File: src/rtl/mac_pkg.sv
// Shared types and helpers for the sequential multiply-accumulate unit.
//   mac_state_t : control FSM states (IDLE, CALC, DONE)
//   cnt_width() : width of a counter able to hold the values 0..w
package mac_pkg;

  typedef enum logic [1:0] {
    IDLE = 2'd0,
    CALC = 2'd1,
    DONE = 2'd2
  } mac_state_t;

  function automatic int unsigned cnt_width(input int unsigned w);
    return $clog2(w + 1);
  endfunction

endpackage

File: src/rtl/mac_shift_add_dp.sv
// Radix-2 shift-add datapath for mac_seq_unit: one multiplier bit per step.
// Optional feature macro: MAC_OVF_EN (adds a 2W+1-bit shadow sum and ovf_o).
// Ports:
//   clk, rst_n : clock, asynchronous active-low reset
//   load_i     : capture operands; acc <= addend_i, bit counter <= 0
//   step_i     : process one multiplier bit (LSB first)
//   a_i, b_i   : multiplicand, multiplier
//   addend_i   : initial accumulator value
//   last_o     : current step handles the final multiplier bit
//   acc_o      : W-bit accumulator (the result once all bits are processed)
//   ovf_o      : (MAC_OVF_EN) full-precision sum >= 2^W
module mac_shift_add_dp
  import mac_pkg::*;
#(
  parameter int unsigned W = 4
) (
  input  logic         clk,
  input  logic         rst_n,
  input  logic         load_i,
  input  logic         step_i,
  input  logic [W-1:0] a_i,
  input  logic [W-1:0] b_i,
  input  logic [W-1:0] addend_i,
  output logic         last_o,
  output logic [W-1:0] acc_o
`ifdef MAC_OVF_EN
  ,
  output logic         ovf_o
`endif
);

  localparam int unsigned CNT_W = cnt_width(W);

  // a shifts left and b shifts right each step, so the active multiplier bit
  // is always b_q[0] and the partial product is always a_q.
  logic [W-1:0]     a_q, a_d;
  logic [W-1:0]     b_q, b_d;
  logic [W-1:0]     acc_q, acc_d;
  logic [CNT_W-1:0] cnt_q, cnt_d;

  always_comb begin
    a_d   = a_q;
    b_d   = b_q;
    acc_d = acc_q;
    cnt_d = cnt_q;
    if (load_i) begin
      a_d   = a_i;
      b_d   = b_i;
      acc_d = addend_i;
      cnt_d = '0;
    end else if (step_i) begin
      if (b_q[0]) acc_d = acc_q + a_q;
      a_d   = a_q << 1;
      b_d   = b_q >> 1;
      cnt_d = cnt_q + CNT_W'(1);
    end
  end

  always_ff @(posedge clk or negedge rst_n) begin
    if (!rst_n) begin
      a_q   <= '0;
      b_q   <= '0;
      acc_q <= '0;
      cnt_q <= '0;
    end else begin
      a_q   <= a_d;
      b_q   <= b_d;
      acc_q <= acc_d;
      cnt_q <= cnt_d;
    end
  end

  assign last_o = step_i & (cnt_q == CNT_W'(W - 1));
  assign acc_o  = acc_q;

`ifdef MAC_OVF_EN
  // Shadow copy without truncation; a*b + addend < 2^(2W) + 2^W fits 2W+1 bits.
  logic [2*W-1:0] wa_q, wa_d;
  logic [2*W:0]   sum_q, sum_d;

  always_comb begin
    wa_d  = wa_q;
    sum_d = sum_q;
    if (load_i) begin
      wa_d  = {{W{1'b0}}, a_i};
      sum_d = {{(W + 1){1'b0}}, addend_i};
    end else if (step_i) begin
      if (b_q[0]) sum_d = sum_q + {1'b0, wa_q};
      wa_d = wa_q << 1;
    end
  end

  always_ff @(posedge clk or negedge rst_n) begin
    if (!rst_n) begin
      wa_q  <= '0;
      sum_q <= '0;
    end else begin
      wa_q  <= wa_d;
      sum_q <= sum_d;
    end
  end

  assign ovf_o = |sum_q[2*W:W];
`endif

endmodule

File: src/rtl/mac_seq_unit.sv
// Sequential multiply-accumulate: res = (a*b + addend) mod 2^W, W+1 cycle latency.
// Optional feature macro: MAC_OVF_EN (adds out_ovf_o).
// Ports:
//   clk, rst_n               : clock, asynchronous active-low reset
//   in_valid_i / in_ready_o  : operand handshake
//   in_a_i, in_b_i, in_c_i   : multiplicand, multiplier, addend
//   in_acc_i                 : 1 = use previous committed result as addend
//   out_valid_o / out_ready_i: result handshake
//   out_res_o                : result, held until the consumer accepts it
//   out_ovf_o                : (MAC_OVF_EN) true sum >= 2^W
module mac_seq_unit
  import mac_pkg::*;
#(
  parameter int unsigned W = 4
) (
  input  logic         clk,
  input  logic         rst_n,
  input  logic         in_valid_i,
  output logic         in_ready_o,
  input  logic [W-1:0] in_a_i,
  input  logic [W-1:0] in_b_i,
  input  logic [W-1:0] in_c_i,
  input  logic         in_acc_i,
  output logic         out_valid_o,
  input  logic         out_ready_i,
  output logic [W-1:0] out_res_o
`ifdef MAC_OVF_EN
  ,
  output logic         out_ovf_o
`endif
);

  mac_state_t   state_q;
  logic         out_valid_q;
  logic [W-1:0] prev_q;
  logic         accept;
  logic         last;
  logic [W-1:0] addend;
  logic [W-1:0] res;

  assign in_ready_o = (state_q == IDLE) | ((state_q == DONE) & out_ready_i);
  assign accept     = in_valid_i & in_ready_o;

  // A back-to-back accept from DONE commits the current result in the same
  // cycle, so a chained op forwards it instead of the stale prev_q.
  assign addend = in_acc_i ? ((state_q == DONE) ? res : prev_q) : in_c_i;

  mac_shift_add_dp #(
    .W(W)
  ) u_dp (
    .clk     (clk),
    .rst_n   (rst_n),
    .load_i  (accept),
    .step_i  (state_q == CALC),
    .a_i     (in_a_i),
    .b_i     (in_b_i),
    .addend_i(addend),
    .last_o  (last),
    .acc_o   (res)
`ifdef MAC_OVF_EN
    ,
    .ovf_o   (out_ovf_o)
`endif
  );

  always_ff @(posedge clk or negedge rst_n) begin
    if (!rst_n) begin
      state_q     <= IDLE;
      out_valid_q <= 1'b0;
      prev_q      <= '0;
    end else begin
      case (state_q)
        IDLE: begin
          if (accept) state_q <= CALC;
        end
        CALC: begin
          if (last) begin
            state_q     <= DONE;
            out_valid_q <= 1'b1;
          end
        end
        DONE: begin
          if (out_ready_i) begin
            prev_q      <= res;
            out_valid_q <= 1'b0;
            state_q     <= accept ? CALC : IDLE;
          end
        end
        default: begin
          state_q     <= IDLE;
          out_valid_q <= 1'b0;
        end
      endcase
    end
  end

  assign out_valid_o = out_valid_q;
  assign out_res_o   = res;

endmodule

File: config.mk
export PLATFORM = sky130hd
export DESIGN_NAME = mac_seq_unit
export DESIGN_NICKNAME = d
export VERILOG_FILES = /design/src/rtl/mac_pkg.sv /design/src/rtl/mac_shift_add_dp.sv /design/src/rtl/mac_seq_unit.sv
export SDC_FILE = /design/constraint.sdc
export NUM_CORES = 1
export LEC_CHECK = 0
export ABC_AREA = 1
export CAP_MARGIN = 0
export CORE_MARGIN = 2
export CORE_UTILIZATION = 46
export DETAILED_ROUTE_END_ITERATION = 10
export GPL_TIMING_DRIVEN = 0
export PLACE_DENSITY = 0.73
export SYNTH_ARGS = -nofsm -noshare
export SYNTH_HDL_FRONTEND = slang
export SYNTH_SLANG_ARGS = --single-unit
File: constraint.sdc
create_clock -name clk -period 1.6 [get_ports clk]
set_input_delay 0.32 -clock clk [delete_from_list [all_inputs] [get_ports clk]]
set_output_delay 0.32 -clock clk [all_outputs]
set_load 0.05 [all_outputs]
==> results.rst <==
.. list-table::
   :header-rows: 1

   * - Metric
     - Value
   * - WL per Instance
     - 11.45 µm
   * - RSZ-0062 raised after global routing
     - false
   * - Utilization after layout
     - roughly three fifths
   * - Top-Level Pins
     - 23
   * - Family with the most delay on the worst path
     - buffers and inverters
   * - Worst Setup Slack, final
     - 0.06221 ns
   * - Number of nets in the layout
     - between 150 and 200
   * - Maxcap violations
     - 0
   * - First-pass GRT wire length
     - 3732 µm
   * - Final critical-path share of the clock period
     - 96.11%
   * - Number of antenna violations at the first check in global routing
     - 0
   * - Time the worst path needs with I/O delays and setup
     - about 1.5 ns
   * - GR met3 Demand/Resource
     - 3.226%
   * - Result of the run
     - complete, no violations
   * - CTS Buffer Depth
     - 2
   * - Residual overflow from global routing
     - 0
   * - Mapped Area
     - 0.001204 mm²
   * - Clock H-tree levels
     - 1
   * - Area of combinational cells with multiple inputs
     - 566.8 µm²
   * - Die Y
     - 55.16 µm
   * - Data required, critical path
     - approximately 1.3 ns
   * - Nature of the critical path startpoint
     - flip-flop
   * - Sequential share of the synthesized area
     - a little under half
   * - Maximum number of pins on one net before global-route repair
     - 23
   * - Total of endpoints with negative setup slack in the final report
     - 0
   * - Cells along the critical path
     - clkdlybuf4s15_1
   * - Met1 usage in global routing
     - 24.40%
   * - Met2 global-route usage
     - ~28%
   * - Buffers and inverters on the worst path
     - 1
   * - CTS tree
     - done
   * - Delay of the slowest critical-path stage
     - 0.51 ns
   * - Final hold slack
     - 0.3320 ns
   * - Max-slew violation total from the final report
     - 0
   * - Count of fill cells added during filler insertion
     - 244
   * - Clock skew after layout
     - 0.004435 ns
   * - Cell type of the slowest stage on the worst timing path
     - sky130_fd_sc_hd__clkdlybuf4s15_1
   * - X dimension of the die
     - 55.16 µm
   * - Setup bufs post-CTS
     - 0
   * - Core Box Area
     - 0.002477 mm²
   * - Kind of end point of the critical path
     - output port
   * - Maximum resistive drop on vdd
     - about 1.1 mV
   * - Routability-driven placement congestion ratio
     - 0.7880
   * - Clock root buffer master
     - sky130_fd_sc_hd__clkbuf_4
   * - Average cell area after synthesis
     - 8.359 µm²
   * - Layout overhead on the synthesized area
     - 24.95%
   * - LEAKAGE
     - 0.7533 nW
   * - Yosys warns
     - 0
   * - Pwr Total
     - 2.914 mW
   * - Clk Latency, worst-skew pair
     - approximately 0.31 ns
   * - Std-Cell Rows
     - 18
   * - TritonCTS Buffers
     - 3
   * - Storage cell area
     - 551.8 µm²
   * - Clock-pin slew on the worst setup and hold paths
     - 0.12 ns
   * - Number of nets still failing antenna checks after routing
     - 0
   * - Total nets after synthesis
     - 167
   * - Final HPWL from detailed placement
     - 1797 µm
   * - Number of buffers added on ports
     - 22
   * - Starting density of the core
     - about 50%
   * - Count of endpoints failing hold in the final timing report
     - 0
   * - Cell count after synthesis
     - 144
   * - Total negative slack for setup checks
     - 0 ns
   * - Power density of the placed cells
     - 1937 mW/mm²
   * - Detailed-router iteration count before antenna repair
     - 4
   * - Violation count after the first detailed-route iteration
     - 15
   * - Via-to-Cell Ratio
     - 4.905
   * - Transition time at the pin with the least slew margin
     - 0.9733 ns
   * - Total Routing Usage GR
     - 17.92%
   * - Most heavily used metal layer in global routing
     - met2
   * - Post-synthesis register bit count
     - 22
   * - CTS sink cnt
     - 22
   * - CP max FO
     - 3
   * - Slew Limit Headroom
     - between 30% and 40%
   * - Post-detailed-routing wire length
     - 2289 µm
   * - Hold-fix buffers at CTS
     - 0
   * - Diodes inserted
     - 0
   * - Kind of path behind the tightest hold check
     - in -> reg
   * - Fraction of final layout cells sized beyond drive strength 1
     - 14.71%
   * - Count of different cell masters after synthesis
     - 26
   * - Max Fclk
     - 650.3 MHz
   * - Arrival time at the worst endpoint
     - 1.22 ns
   * - Total number of vias
     - between 900 and 1000
   * - Worst Path Class, Setup
     - reg -> out
   * - DIE AREA
     - just over 0.003 mm²
   * - Via count of the first global-routing pass
     - 847
   * - Worst Setup Slack post-DPL
     - -0.5980 ns
   * - DRC violations left
     - 0
worst paths after layout:
path / start / to / slack [ns] / cells after the start
worst min register to register: u_dp.cnt_q[2]$_DFFE_PN0P_ / u_dp.cnt_q[2]$_DFFE_PN0P_ / 0.50 / 2
worst max register to register: u_dp.a_q[0]$_DFFE_PN0P_ / u_dp.acc_o[2]$_DFFE_PN0P_ / 0.16 / 8
max in group asynchronous: rst_n / u_dp.acc_o[0]$_DFFE_PN0P_ / 0.41 / 1
worst max-delay path: u_dp.acc_o[2]$_DFFE_PN0P_ / out_res_o[2] / 0.06 / 1
worst min-delay path: out_ready_i / state_q[1]$_DFFE_PN0P_ / 0.33 / 2
min in group asynchronous: rst_n / u_dp.acc_o[1]$_DFFE_PN0P_ / 0.54 / 1
repair_timing:
action | 4_1_cts | 5_1_grt
endpoints found under the setup margin | 6 | 3
hold endpoints to repair | 0 | 0
cloned | 0 | 0
gates resized for setup | 14 | 4
metal layers:
layer / part of all wire (%) / up-vias
met5: 0 / -
met4: 1.9 / 0
met3: 4.8 / 5
met2: 43 / 20
met1: 50 / 441
li1: - / 515
metrics by stage:
step / area [µm²] / cells
floorplan: 1212 / 144
global placement: 1470 / 196
detailed placement: 1470 / 196
CTS: 1504 / 200
global route: 1504 / 200
finish: 1504 / 200
layout make-up:
cell class | count | area share (%)
plain buffers | 2 | 1.248
clock buffers | 4 | 2.413
inverters | 18 | 4.992
multi-input cells | 102 | 37.69
flip-flops and latches | 22 | 36.69
well taps | 30 | 2.496
repair buffers | 22 | 14.48
logic make-up after synthesis:
family / count (synthesis) / share of synthesized area (%)
XOR/XNOR: 2 / 1.456
AO/OA/AOI/OAI: 21 / 10.19
flip-flops: 22 / 45.74
buffers and inverters: 20 / 7.797
adder cells (fa/ha/maj): 6 / 6.861
AND/OR/NAND/NOR: 72 / 27.03
multiplexers: 1 / 0.9355
flip-flops by register name (all words and copies together), names as in the netlist:
signal,cells
u_dp.cnt_q,3
prev_q,4
out_valid_o,1
u_dp.b_q,4
u_dp.acc_o,4
state_q,2
u_dp.a_q,4
cells in the final DEF, fill, tap and decap left out, types with 2 or more instances in the layout:
cell | Yosys | routed
sky130_fd_sc_hd__nand2_4 | 4 | 4
sky130_fd_sc_hd__o21ai_1 | 4 | 4
sky130_fd_sc_hd__a21oi_1 | 4 | 4
sky130_fd_sc_hd__dfrtp_1 | 22 | 21
sky130_fd_sc_hd__o211ai_1 | 2 | 2
sky130_fd_sc_hd__nor2_1 | 10 | 10
sky130_fd_sc_hd__buf_6 | 1 | 2
sky130_fd_sc_hd__clkdlybuf4s50_1 | 0 | 15
sky130_fd_sc_hd__ha_1 | 5 | 5
sky130_fd_sc_hd__inv_1 | 13 | 13
sky130_fd_sc_hd__o21ai_0 | 8 | 8
sky130_fd_sc_hd__dlygate4sd2_1 | 0 | 2
sky130_fd_sc_hd__clkbuf_4 | 0 | 3
sky130_fd_sc_hd__inv_2 | 3 | 3
sky130_fd_sc_hd__nand2_1 | 45 | 45
sky130_fd_sc_hd__nand3_1 | 10 | 10
synthesized netlist by cell type:
library cell	number	area share, %
sky130_fd_sc_hd__inv_1	13	4.1
sky130_fd_sc_hd__a21oi_1	4	1.7
sky130_fd_sc_hd__inv_2	3	0.94
sky130_fd_sc_hd__a21oi_2	1	0.73
sky130_fd_sc_hd__buf_6	1	0.94
sky130_fd_sc_hd__nand3_1	10	4.2
sky130_fd_sc_hd__a22oi_2	1	1.0
sky130_fd_sc_hd__inv_6	1	0.73
sky130_fd_sc_hd__mux2_2	1	0.94
sky130_fd_sc_hd__nor2_2	1	0.52
sky130_fd_sc_hd__nor2_4	1	0.94
sky130_fd_sc_hd__ha_1	5	5.2
sky130_fd_sc_hd__xor2_1	1	0.73
sky130_fd_sc_hd__o21ai_0	8	3.3
sky130_fd_sc_hd__buf_4	1	0.62
sky130_fd_sc_hd__nor2_1	10	3.1
sky130_fd_sc_hd__xnor2_1	1	0.73
sky130_fd_sc_hd__dfrtp_1	22	46
sky130_fd_sc_hd__nand2_4	4	3.7
sky130_fd_sc_hd__o21ai_1	4	1.7
sky130_fd_sc_hd__inv_4	1	0.52
sky130_fd_sc_hd__nand2_1	45	14
sky130_fd_sc_hd__fa_1	1	1.7
sky130_fd_sc_hd__nand2_2	1	0.52
sky130_fd_sc_hd__o211ai_1	2	1.2
sky130_fd_sc_hd__o22ai_1	1	0.52
power by group:
group	internal, mW	switching [mW]	total, mW
Clock	0.139	0.162	0.301
Sequential	0.801	0.189	0.989
Combinational	0.599	1.02	1.62
(Power assumes the default switching activity.)
